File: src/rtl/alu_mc.sv
// Multi-cycle ALU: single-cycle logic/arith/shift ops, iterative shift-add multiply
// and restoring divide, with a valid/ready handshake on both sides.
module alu_mc #(
    parameter int WIDTH = 32,
    parameter int SHW   = $clog2(WIDTH) + 1
) (
    input  logic             clk,
    input  logic             rst,
    input  logic             in_valid,
    output logic             in_ready,
    input  logic [WIDTH-1:0] in0,
    input  logic [WIDTH-1:0] in1,
    input  logic [3:0]       selector,
    output logic             out_valid,
    input  logic             out_ready,
    output logic [WIDTH-1:0] out0,
    output logic             zero,
    output logic             msb,
    output logic             carry
);

    localparam int CW = $clog2(WIDTH) + 1;

    localparam logic [3:0] OP_ADD  = 4'd0;
    localparam logic [3:0] OP_SUB  = 4'd1;
    localparam logic [3:0] OP_AND  = 4'd2;
    localparam logic [3:0] OP_OR   = 4'd3;
    localparam logic [3:0] OP_XOR  = 4'd4;
    localparam logic [3:0] OP_SLL  = 4'd5;
    localparam logic [3:0] OP_SLR  = 4'd6;
    localparam logic [3:0] OP_SAR  = 4'd7;
    localparam logic [3:0] OP_MUL  = 4'd8;
    localparam logic [3:0] OP_DIVU = 4'd9;
    localparam logic [3:0] OP_REMU = 4'd10;

    typedef enum logic [1:0] {
        S_IDLE,
        S_BUSY,
        S_DONE
    } state_t;

    state_t r_state;
    state_t w_next;

    logic [CW-1:0]    r_cnt;
    logic [WIDTH-1:0] r_out;
    logic             r_zero;
    logic             r_msb;
    logic             r_carry;

    logic [3:0]       r_op;
    logic [WIDTH-1:0] r_hi;
    logic [WIDTH-1:0] r_lo;
    logic [WIDTH-1:0] r_b;

    logic             w_accept;
    logic             w_iter;
    logic             w_last;
    logic             w_load;

    assign in_ready  = (r_state == S_IDLE);
    assign out_valid = (r_state == S_DONE);
    assign out0      = r_out;
    assign zero      = r_zero;
    assign msb       = r_msb;
    assign carry     = r_carry;

    assign w_accept = in_valid & in_ready;
    assign w_iter   = (selector == OP_MUL) || (selector == OP_DIVU) || (selector == OP_REMU);
    assign w_last   = (r_cnt == CW'(WIDTH - 1));
    assign w_load   = (w_accept & ~w_iter) | ((r_state == S_BUSY) & w_last);

    // Single-cycle datapath, evaluated straight from the operands at accept
    logic [WIDTH:0]          w_sum;
    logic [WIDTH:0]          w_diff;
    logic [SHW-1:0]          w_amt;
    logic                    w_amt_big;
    logic signed [WIDTH-1:0] w_sin0;
    logic signed [WIDTH-1:0] w_sar;
    logic [WIDTH-1:0]        w_s_res;
    logic                    w_s_c;

    assign w_sum     = {1'b0, in0} + {1'b0, in1};
    assign w_diff    = {1'b0, in0} - {1'b0, in1};
    assign w_amt     = in1[SHW-1:0];
    assign w_amt_big = (32'(w_amt) >= 32'(WIDTH));
    assign w_sin0    = in0;
    assign w_sar     = w_sin0 >>> w_amt;

    always_comb begin
        w_s_res = in0;
        w_s_c   = 1'b0;
        case (selector)
            OP_ADD: begin
                w_s_res = w_sum[WIDTH-1:0];
                w_s_c   = w_sum[WIDTH];
            end
            OP_SUB: begin
                w_s_res = w_diff[WIDTH-1:0];
                w_s_c   = w_diff[WIDTH];
            end
            OP_AND: w_s_res = in0 & in1;
            OP_OR:  w_s_res = in0 | in1;
            OP_XOR: w_s_res = in0 ^ in1;
            OP_SLL: w_s_res = w_amt_big ? '0 : (in0 << w_amt);
            OP_SLR: w_s_res = w_amt_big ? '0 : (in0 >> w_amt);
            OP_SAR: w_s_res = w_amt_big ? {WIDTH{in0[WIDTH-1]}} : w_sar;
            default: w_s_res = in0;
        endcase
    end

    // Iterative step: r_hi:r_lo is the product (mul) or remainder:dividend/quotient (div)
    logic [WIDTH:0]   w_madd;
    logic [WIDTH-1:0] w_mul_hi;
    logic [WIDTH-1:0] w_mul_lo;
    logic [WIDTH:0]   w_shift;
    logic [WIDTH:0]   w_trial;
    logic             w_div_ok;
    logic [WIDTH-1:0] w_div_hi;
    logic [WIDTH-1:0] w_div_lo;
    logic [WIDTH-1:0] w_step_hi;
    logic [WIDTH-1:0] w_step_lo;

    assign w_madd   = {1'b0, r_hi} + (r_lo[0] ? {1'b0, r_b} : '0);
    assign w_mul_hi = w_madd[WIDTH:1];
    assign w_mul_lo = {w_madd[0], r_lo[WIDTH-1:1]};

    // With a zero divisor every trial succeeds, giving all-ones quotient and remainder = dividend
    assign w_shift  = {r_hi, r_lo[WIDTH-1]};
    assign w_trial  = w_shift - {1'b0, r_b};
    assign w_div_ok = ~w_trial[WIDTH];
    assign w_div_hi = w_div_ok ? w_trial[WIDTH-1:0] : w_shift[WIDTH-1:0];
    assign w_div_lo = {r_lo[WIDTH-2:0], w_div_ok};

    assign w_step_hi = (r_op == OP_MUL) ? w_mul_hi : w_div_hi;
    assign w_step_lo = (r_op == OP_MUL) ? w_mul_lo : w_div_lo;

    logic [WIDTH-1:0] w_res;
    logic             w_res_c;

    always_comb begin
        w_res   = w_s_res;
        w_res_c = w_s_c;
        if (r_state == S_BUSY) begin
            case (r_op)
                OP_MUL: begin
                    w_res   = w_mul_lo;
                    w_res_c = |w_mul_hi;
                end
                OP_DIVU: begin
                    w_res   = w_div_lo;
                    w_res_c = ~|r_b;
                end
                default: begin
                    w_res   = w_div_hi;
                    w_res_c = ~|r_b;
                end
            endcase
        end
    end

    always_comb begin
        w_next = r_state;
        case (r_state)
            S_IDLE:  if (w_accept) w_next = w_iter ? S_BUSY : S_DONE;
            S_BUSY:  if (w_last) w_next = S_DONE;
            S_DONE:  if (out_ready) w_next = S_IDLE;
            default: w_next = S_IDLE;
        endcase
    end

    always_ff @(posedge clk or posedge rst) begin
        if (rst) begin
            r_state <= S_IDLE;
            r_cnt   <= '0;
            r_out   <= '0;
            r_zero  <= 1'b1;
            r_msb   <= 1'b0;
            r_carry <= 1'b0;
        end else begin
            r_state <= w_next;
            if (r_state == S_BUSY) begin
                r_cnt <= w_last ? '0 : r_cnt + CW'(1);
            end
            if (w_load) begin
                r_out   <= w_res;
                r_zero  <= ~|w_res;
                r_msb   <= w_res[WIDTH-1];
                r_carry <= w_res_c;
            end
        end
    end

    // Operand/working registers: captured once at accept, then stepped while busy
    always_ff @(posedge clk) begin
        if (w_accept) begin
            r_op <= selector;
            r_hi <= '0;
            if (selector == OP_MUL) begin
                r_b  <= in0;
                r_lo <= in1;
            end else begin
                r_b  <= in1;
                r_lo <= in0;
            end
        end else if (r_state == S_BUSY) begin
            r_hi <= w_step_hi;
            r_lo <= w_step_lo;
        end
    end

endmodule

File: config.mk
export PLATFORM = sky130hd
export DESIGN_NAME = alu_mc
export DESIGN_NICKNAME = d
export VERILOG_FILES = /design/src/rtl/alu_mc.sv
export SDC_FILE = /design/constraint.sdc
export NUM_CORES = 1
export LEC_CHECK = 0
export ABC_AREA = 1
export BUFFER_PORTS_ARGS = -buffer_cell sky130_fd_sc_hd__buf_2
export CORE_ASPECT_RATIO = 1.25
export CORE_MARGIN = 8
export CORE_UTILIZATION = 23
export DETAILED_ROUTE_END_ITERATION = 6
export PLACE_DENSITY_LB_ADDON = 0.05
export SYNTH_ARGS = -nofsm -noshare
export SYNTH_HDL_FRONTEND = slang
export SYNTH_SLANG_ARGS = --single-unit
File: constraint.sdc
create_clock -name clk -period 7.9 [get_ports clk]
set_input_delay 0.395 -clock clk [delete_from_list [all_inputs] [get_ports clk]]
set_output_delay 0.395 -clock clk [all_outputs]
set_load 0.03 [all_outputs]
### Word-level counts from Yosys, hierarchy flattened

Index checks and enable logic that the tools add are counted.

* output and inout bits: 37
* register bits after elaboration: 143
* input port bits: 72
* word-level logic and storage cells: 80

* equality and inequality tests: 18
* muxes and demuxes: 23
* $lt $le $gt $ge: 1
* reductions and logical operators: 11
* add/subtract/negate cells: 5
* shifts and indexed selects: 3
* bitwise operators: 9

Operators with widths (number)
* 32-bit two-way mux: 12
* 32-bit one-hot mux with 8 select lines: 1
* 32-bit OR reduction: 3
* 32-bit by 32-bit adder with 33-bit output: 2
* 32-bit one-hot mux with 2 select lines: 1
* 32-bit by 32-bit subtractor with 33-bit output: 1
* 33-bit by 32-bit subtractor with 33-bit output: 1
* 32-bit AND: 1
* 32-bit bitwise OR: 1
* 32-bit by 6-bit left shift with 32-bit output: 1
* 32-bit by 6-bit right shift with 32-bit output: 1
* 32-bit by 6-bit >>> shifter with 32-bit output: 1
* 32-bit bitwise XOR: 1
* 4-bit equality test, second input constant: 5
* 4-bit by 3-bit equality test with 1-bit output, second input constant: 4
* 4-bit by 2-bit equality test with 1-bit output, second input constant: 2
* 2-bit two-way mux: 4
* 6-bit by 1-bit adder with 6-bit output, second input constant: 1
* 6-bit by 5-bit equality test with 1-bit output, second input constant: 1
* 6-bit greater-or-equal comparator, second input constant: 1
* 6-bit two-way mux: 1
* 2-bit one-hot mux with 3 select lines: 1
* 4-bit by 1-bit equality test with 1-bit output, second input constant: 1
* 4-bit logical NOT: 1
* 14 further kinds: 21

### Logic depth before layout (Yosys ltp)

Gate-level depths: netlist (run 1).

* word-level depth: 6
* depth in mapped cells: 26
* gate-level depth less buffers: 25

### Worst setup path before layout (run 1)

No wires, ideal clock.

* kind: register -> register
* from: register r_state[0]
* to: register r_lo[10] (data pin)
* required time: 7.570 ns
* library setup time: 0.330 ns
* slack: 4.876 ns
* cell stages (with the launch flop): 7
* period minus slack after synthesis: 3.024 ns
* buffers on the path: 2
* data arrival time: 2.694 ns
* path through: dfrtp_1 nor2_1 nand2_1 inv_1 clkbuf_1 clkbuf_1 a31oi_1

* word-level cells in the longest chain between the ends: 3

Ends and longest elaborated chain
* start: declaration: RTL line 42 `state_t r_state;`
* start signal: assignment: RTL line 181 `r_state <= w_next;`
* 2-bit logical NOT: RTL line 61 `assign in_ready = (r_state == S_IDLE);`
* net in_ready: RTL line 10 `output logic in_ready,`
* 1-bit AND: RTL line 68 `assign w_accept = in_valid & in_ready;`
* net w_accept: RTL line 56 `logic w_accept;`
* 32-bit two-way mux: RTL line 196 `if (w_accept) begin`
* end signal: assignment: RTL line 201 `r_lo <= in1;`
* end signal: assignment: RTL line 204 `r_lo <= in0;`
* end signal: assignment: RTL line 208 `r_lo <= w_step_lo;`
* end: declaration: RTL line 53 `logic [WIDTH-1:0] r_lo;`

The timed path passes the listed nets, and every way through them passes these cells.
A chain may end at the register's enable or synchronous reset.

### Worst setup path after layout (run 1)

* from: input in1[0]
* to: register r_zero (netlist: zero)

* word-level cells in the longest chain between the ends: 6
* elaborated cells on any way between the ends: 16
* those cells by class: add/sub (2); order compare (1); shift (3); mux (5); bitwise (3); reduce/logical (2)

Ends and longest elaborated chain
* start: declaration: RTL line 12 `input logic [WIDTH-1:0] in1,`
* branches (longest 2 deep; another with 32-bit by 32-bit subtractor with 33-bit output)
* 32-bit one-hot mux with 8 select lines (*): RTL line 93 `case (selector)`
* 32-bit two-way mux (*): RTL line 144 `if (r_state == S_BUSY) begin`
* 32-bit OR reduction (*): RTL line 187 `r_zero <= ~|w_res;`
* 1-bit logical NOT (*): RTL line 187
* end signal: assignment: RTL line 187
* end: declaration: RTL line 47 `logic r_zero;`

Every way passes the cells marked *.

==> impl_results.md, run 1 <==
* Post-synth EDFFs at 68
* Crit path depth at 23
* Initial antenna violation count at 3
* Slew HR at 0.279
* Post-synthesis register bit count at 142
* Final Skew at 17.0 ps
* Post-CTS Setup Inserts at 0
* Worst path slowest cell: buf_2
* Starting Density at 0.231
* Setup Slack @ Placement at 2970 ps
* Tot Pwr at 5300 uW
* Total track usage at 0.262
* Lkg Pwr at 0.0131 uW
* Power per cell area at 210 nW/um2
* Multi-input logic area at 16200 um2
* Via count at 28000
* Hold_ws at 67.7 ps
* Layout cells sized above 1 at 0.0536
* I/O pins at 109
* Vias in the first global route at 28100
* Fin. Hold Viols at 0
* Outcome: complete, no violations
* PnR worst setup slack at 3330 ps
* Most common cell on crit path: nand2_1
* Clock Pin Slew Worst Setup and Hold Paths at 70 ps
* CP endpoint: zero
* GRT Residual Overflow at 0
* Flop-to-flop setup slack at 3930 ps
* CTS tree: built
* Peak supply drop at 142 uV
* R2R Path Start: r_lo[0]
* Die height at 368 um
* Final number of setup-violating endpoints at 0
* Largest area contributor in the netlist: nand2_1
* Register area at 3730 um2
* Max-slew violations at 0
* Critical Path Sink Type: flop
* Via density at 5.12
* Root buf cell: clkbuf_16
* DRT iter0 DRCs at 2264
* Fmax achieved at 219 MHz
* Crit. Startpoint: in1[0]
* Max-capacitance violation count at 0
* Maximum root-to-sink buffer count at 2
* Worst skew pair latency at 460 ps
* Minimum clock period at 4570 ps
* Register area share after synthesis at 0.164
* Layout net count at 4394
* Critical path class: input port to flop
* Core ar. at 98800 um2
* Post-DR wirelength/cell at 27.3 um
* Antenna-violating nets left at 0
* Die area at 110000 um2
* Critical path fanouts, max at 38
* Final Cycle Share at 0.579
* Synth Instances at 4153
* Residual DRC count at 0
* P&R area growth vs syn at 10.3%
* Worst slew pin tran at 1080 ps
* Cts bufs inserted at 17
* Die width at 298 um
* Post-DP HPWL at 125000 um
* Port buffer count at 108
* H-tree levels at 4
* TritonRoute pass-1 iters at 6
* Cts hold-fix bufs at 0
* Setup TNS at 0 ps
* Row cnt at 129
* Largest cells by area after synthesis: nand2_1 23%, nand3_1 13%, inv_1 9.8%
* Async set-reset flop share out of synthesis at 0.296
* Worst Path Buf+Inv at 3
* Critical path arrival at 4970 ps
* Yosys warning total at 0
* Final WL at 149000 um
* RSZ-0062 raised after global routing: no
* FF-to-FF End: carry
* PostCTS Resize Cnt at 0
* Layout fillers at 11800
* Largest net degree at the start of global routing at 71
* Synth Flop Type: edfxtp_1
* Netlist Area Pre-Place at 22800 um2
* Syn Nets at 4400
* Num Clock Sinks at 142
* Average size of a mapped cell at 5.50 um2
* Yosys cell types at 56
* CP Launch Type: input port
* Post-synth top area share at 0.227
* CP top delay family: simple AND/OR/NAND/NOR gates
* Final GP Congestion at 0.978
* First-pass GRT wire length at 209000 um
* CP max stage delay at 650 ps
* Worst min path class: input port to asynchronous set/reset pin
* Worst Path Required at 8300 ps
* Critical path cell sequence: buf_2, ha_1, inv_1, fa_1, inv_1, nand2_1, o21ai_0, nand2_1, nand3_1, nand2_1, nand2_1, nor2_1, nor2_1, nand3_1, nand2_1, nand2_1, nand2_1, nand2_1, nor2_1, nand3_1, nor2_1, nand3_1, nand2_1
* Depth of the most critical reg-to-reg path at 19
## cell type report
class,instances,share of cell area
diodes,2,0.000199
flip-flops and latches,142,0.148
repair buffers,139,0.0307
inverters,609,0.0908
clock inverters,14,0.00462
well taps,1310,0.0651
clock buffers,18,0.0179
multi-input cells,3238,0.642
## worst reg2reg max path, cell delays in order (launching register included)
cell	delay, ps
edfxtp_1	360
buf_4	270
nand2_1	140
inv_1	40
ha_1	210
fa_1	440
nand3_1	90
nand2_1	170
nand3_1	120
nand3_1	230
nand2_1	120
nand2_1	150
xnor2_1	270
nand4_1	150
nor3_1	430
nand3_1	170
nand2_1	100
nand2_1	60
nand2_1	240
nand2_1	90
## flip-flops by register name, indices dropped and copies added, names as in the netlist
name,count
r_b,32
r_hi,32
zero,1
r_state,2
r_op,4
r_cnt,6
out0,32
r_lo,32
carry,1
## metal layers
metal | vias up | global-route usage | part of all wire
met2 | 861 | 0.468 | 0.49
met3 | 218 | 0.0197 | 0.036
li1 | 13500 | - | -
met4 | 2 | 0.166 | 0.077
met1 | 13400 | 0.299 | 0.39
met5 | - | 0 | 0.000087
## metrics by stage
step           cell area (um2)  utilization  std cells
3_3_place_gp             24600        0.249       5438
4_1_cts                  25200        0.255       5470
6_report                 25200        0.255       5472
2_1_floorplan            22800            -       4153
5_1_grt                  25200        0.255       5470
3_5_place_dp             24600        0.249       5438
## worst min path at each step
stage                     endpoint  slack [ps]  depth (start not counted)
after floorplan           r_cnt[2]         460                          1
after global placement       carry         480                          2
after detailed placement     carry         470                          2
after CTS                 r_cnt[4]          90                          3
after global routing      r_cnt[5]         120                          3
final                     r_cnt[4]          70                          3
## synthesized netlist by cell type (4+ instances only)
cell type / count
a211oi_1: 31
a21o_1: 7
a21oi_1: 197
a31oi_1: 49
and2_1: 8
and3_1: 4
buf_1: 23
buf_2: 12
clkbuf_1: 124
dfrtp_1: 41
dfxtp_1: 32
edfxtp_1: 68
fa_1: 4
ha_1: 171
inv_1: 596
inv_2: 10
nand2_1: 1383
nand2_2: 8
nand2_4: 4
nand3_1: 573
nand3b_1: 11
nand4_1: 58
nor2_1: 327
nor2_2: 6
nor3_1: 40
nor4_1: 10
o211ai_1: 11
o21ai_0: 195
o21bai_1: 15
o22ai_1: 46
o31ai_1: 4
xnor2_1: 20
xor2_1: 24
## cells by family (layout without fill, tap and decap cells)
| group | count (synthesis) | count (layout) | synth area share |
|---|---|---|---|
| buffers and inverters | 773 | 780 | 0.129 |
| flip-flops | 142 | 142 | 0.164 |
| XOR/XNOR | 44 | 44 | 0.0169 |
| adder cells (fa/ha/maj) | 175 | 175 | 0.0972 |
| AO/OA/AOI/OAI | 574 | 574 | 0.141 |
| multiplexers | 1 | 1 | 0.000438 |
| other | 0 | 2 | 0 |
| AND/OR/NAND/NOR | 2444 | 2444 | 0.451 |
## report_power, final
group	switching [uW]	total, uW	leakage [uW]	internal (uW)
sequential	341	1370	0.00141	1030
clock	398	830	0.000284	432
combinational	2270	3100	0.0115	833
## cell usage in the layout, fill, tap and decap left out, types with 15 or more instances in the layout
master and count:
a211oi_1 31, clkbuf_16 18, o21bai_1 15, nor2_1 323, nand4_1 58, xnor2_1 20, nand2_1 1381, inv_2 15
o22ai_1 46, buf_2 108, a21oi_1 197, xor2_1 24, nor3_1 40, nand3_1 573, ha_1 171, buf_4 31
inv_1 592, dfxtp_1 32, o21ai_0 195, edfxtp_1 68, a31oi_1 49, dfrtp_1 41
Power figures use the tool's default switching activity.
==> inputs of run 2 (changes only) <==
--- a/config.mk
+++ b/config.mk
@@ -5,7 +5,7 @@
 export SDC_FILE = /design/constraint.sdc
 export NUM_CORES = 1
 export LEC_CHECK = 0
-export ABC_AREA = 1
+export ABC_AREA = 0
 export BUFFER_PORTS_ARGS = -buffer_cell sky130_fd_sc_hd__buf_2
 export CORE_ASPECT_RATIO = 1.25
 export CORE_MARGIN = 8
==> constraint.sdc (replaced) <==
create_clock -name clk -period 4.7 [get_ports clk]
set_input_delay 0.235 -clock clk [delete_from_list [all_inputs] [get_ports clk]]
set_output_delay 0.235 -clock clk [all_outputs]
set_load 0.03 [all_outputs]
==> impl_results.md, run 2 <==
* Outcome: finished, violations left
* Failing checks: negative hold slack
* Final Skew at 17.8 ps (+0.818 ps)
* Largest net degree at the start of global routing at 84 (+18%)
* Critical path class: flop to flop
* Residual DRC count at 0 (unchanged)
* Root buf cell: clkbuf_16
* Lkg Pwr at 0.0107 uW (-19%)
* Initial antenna violation count at 5 (+2)
* Antenna-violating nets left at 0 (unchanged)
* RSZ-0062 raised after global routing: yes
* PnR worst setup slack at 114 ps (-3210 ps)
* Commonest cells after routing, fill and taps aside: 333 x nand2_1, 277 x buf_4, 264 x nor2_1
* Syn Nets at 3106 (-29%)
* I/O pins at 109 (unchanged)
* Average size of a mapped cell at 7.52 um2 (+37%)
* Worst min path class: input port to asynchronous set/reset pin
* Fin. Hold Viols at 2 (+2)
* Fin area at 25800 um2 (+2.3%)
* Layout net count at 3309 (-25%)
* Yosys warning total at 0 (unchanged)
* Post-DR wirelength/cell at 30.8 um (+13%)
* Worst path slowest cell: edfxtp_1
* Final WL at 132000 um (-12%)
* Post-synthesis register bit count at 142 (unchanged)
* Final GP Congestion at 0.948 (-3.1%)
* Synth top cells by count: 334 x nand2_1, 266 x nor2_1, 219 x a21oi_1, 191 x o21ai_0, 171 x ha_1
* Peak supply drop at 300 uV (+110%)
* Power per cell area at 460 nW/um2 (+120%)
* Clock Pin Slew Worst Setup and Hold Paths at 80 ps (about the same)
* Max-capacitance violation count at 0 (unchanged)
* First-pass GRT wire length at 186000 um (-11%)
* Netlist Area Pre-Place at 21500 um2 (-5.8%)
* TritonRoute pass-1 iters at 5 (-1)
* Num Clock Sinks at 142 (unchanged)
* CP max stage delay at 490 ps (-160 ps)
* Setup Slack @ Placement at -673 ps (-3640 ps)
* Placed cell count at 4236 (-22%)
* Flop-to-flop setup slack at 110 ps (-3820 ps)
* Layout cells sized above 1 at 0.200 (+0.146)
* Register area share after synthesis at 0.174 (+0.0101)
* P&R area growth vs syn at 19.8%
* Via density at 5.63 (+10%)
* Critical Path Sink Type: flop
* Die width at 290 um (-2.8%)
* Row cnt at 125 (-3.1%)
* Largest area contributor in the netlist: ha_1
* Total track usage at 0.248 (-0.0136)
* Critical path cell sequence: inv_1, ha_1, and3_2, nand4_1, o21a_4, mux2_8, o211ai_4, buf_12, buf_4, mux2_2, a221oi_4, nand4_1, nor4_4, buf_4, nand3_2, o31ai_2
* Final std cells w/o fill at 4284 (-22%)
* Dominant cell by count in the synthesized netlist: nand2_1
* Post-synth EDFFs at 68 (unchanged)
* Post-synth top area share at 0.0995 (-0.128)
* Starting Density at 0.232 (+0.000365)
* Largest cells by area after synthesis: ha_1 9.9%, edfxtp_1 9.5%, nand2_1 5.8%
* Final Cycle Share at 0.976
* Critical path fanouts, max at 6 (-84%)
* FF-to-FF End: zero
* Critical path arrival at 4970 ps (about the same)
* Post-DP HPWL at 109000 um (-13%)
* CTS tree: built
* Hold_ws at -9.56 ps (-77.2 ps)
* Max-slew violations at 0 (unchanged)
* Vias in the first global route at 24300 (-13%)
* Worst slew pin tran at 1390 ps (+316 ps)
* Worst skew pair latency at 470 ps (about the same)
* H-tree levels at 4 (unchanged)
* Final number of setup-violating endpoints at 0 (unchanged)
* Cts bufs inserted at 17 (unchanged)
* Yosys cell types at 115 (+110%)
* Maximum root-to-sink buffer count at 2 (unchanged)
* Fmax achieved at 218 MHz
* Most common library cell in the layout ignoring fill and taps: nand2_1
* Synth Instances at 2859 (-31%)
* CP Launch Type: flop
* Async set-reset flop share out of synthesis at 0.296 (unchanged)
* Via count at 24100 (-14%)
* Die area at 104000 um2 (-5.5%)
* Die height at 358 um (-2.8%)
* Worst Path Required at 5080 ps (-3220 ps)
* Port buffer count at 108 (unchanged)
* Slew HR at 0.0632 (-0.216)
* GRT Residual Overflow at 0 (unchanged)
* DRT iter0 DRCs at 2120 (-6.4%)
* Depth of the most critical reg-to-reg path at 16 (-3)
* Core ar. at 92900 um2 (-6.0%)
* Minimum clock period at 4590 ps
* R2R Path Start: r_b[24]
* Placed instance area at 24800 um2 (+0.56%)
* Synth Flop Type: edfxtp_1
## run 2: changes by cell type in the layout (fill, tap and decap cells not counted), moves of 29 or more
cell	previous run	this run
mux2i_1	1	99
mux2_2	0	63
mux4_2	0	31
nor2_1	323	264
and2_1	8	44
a211oi_1	31	73
o211ai_1	11	40
nand2_1	1381	333
nand4_1	58	27
buf_4	31	277
inv_1	592	149
nand3_1	573	62
## run 2: final cells by class
class / instances / area, um2
fill: 10200 / 67100
multi-input combinational: 2355 / 16600
sequential: 142 / 3730
timing repair buffer: 392 / 2750
tap: 1206 / 1510
inverter: 154 / 578
clock buffer: 18 / 439
clock inverter: 14 / 165
antenna: 3 / 7.51
## run 2: metal layers
layer,global-route usage,vias to the layer above,share of wire
li1,-,11000,-
met1,0.300,12100,0.41
met2,0.452,779,0.51
met3,0.0147,168,0.034
met4,0.103,0,0.046
met5,0,-,0
## run 2: worst max-delay path, delay by kind of cell, from the launching register on
kind	cells	cell delay, ps
flip-flops	1	490
AND/OR/NAND/NOR	5	1410
multiplexers	2	700
adder cells (fa/ha/maj)	1	390
AO/OA/AOI/OAI	4	970
buffers and inverters	4	540
## run 2: timing repair
action	4_1_cts	5_1_grt
hold buffers	1	0
setup buffers	8	4
setup endpoints to repair	3	2
endpoints found under the hold margin	1	0
resized for setup	25	31
pin swaps	12	18
## run 2: logic make-up after synthesis
| kind of cell | synth area share |
|---|---|
| compound gates | 0.298 |
| xor+xnor | 0.0314 |
| fa+ha+maj | 0.103 |
| buf+inv | 0.0718 |
| flops | 0.174 |
| mux | 0.114 |
| simple gates | 0.208 |
## run 2: per-stage QoR
| step | hold WS (ps) | util | setup TNS, ps | total power, uW |
|---|---|---|---|---|
| 3_5_place_dp | 442 | 0.266 | -1400 | 10000 |
| 2_1_floorplan | 334 | - | 0 | 6810 |
| 4_1_cts | 41.5 | 0.275 | -2.56 | 11700 |
| 3_3_place_gp | 434 | 0.266 | -1340 | 10100 |
| 5_1_grt | 77.2 | 0.277 | -23.0 | 12600 |
| 6_report | -9.56 | 0.277 | 0 | 11900 |
## run 2: worst max-delay path by stage
stage                        start  slack (ps)  endpoint  cells after the start
after floorplan             in1[3]         150  out0[31]                     19
after global placement     r_b[25]        -620      zero                     16
after detailed placement   r_lo[0]        -670     carry                     17
after CTS                  r_lo[0]          -3     carry                     18
after global routing      r_lo[31]         -20      zero                     20
final                      r_b[24]         110      zero                     16
## run 2: power breakdown
group          total (uW)  internal (uW)  switching, uW
clock network        1480            775            709
registers            2400           1850            549
logic                7970           2930           5040
total               11900           5560           6290
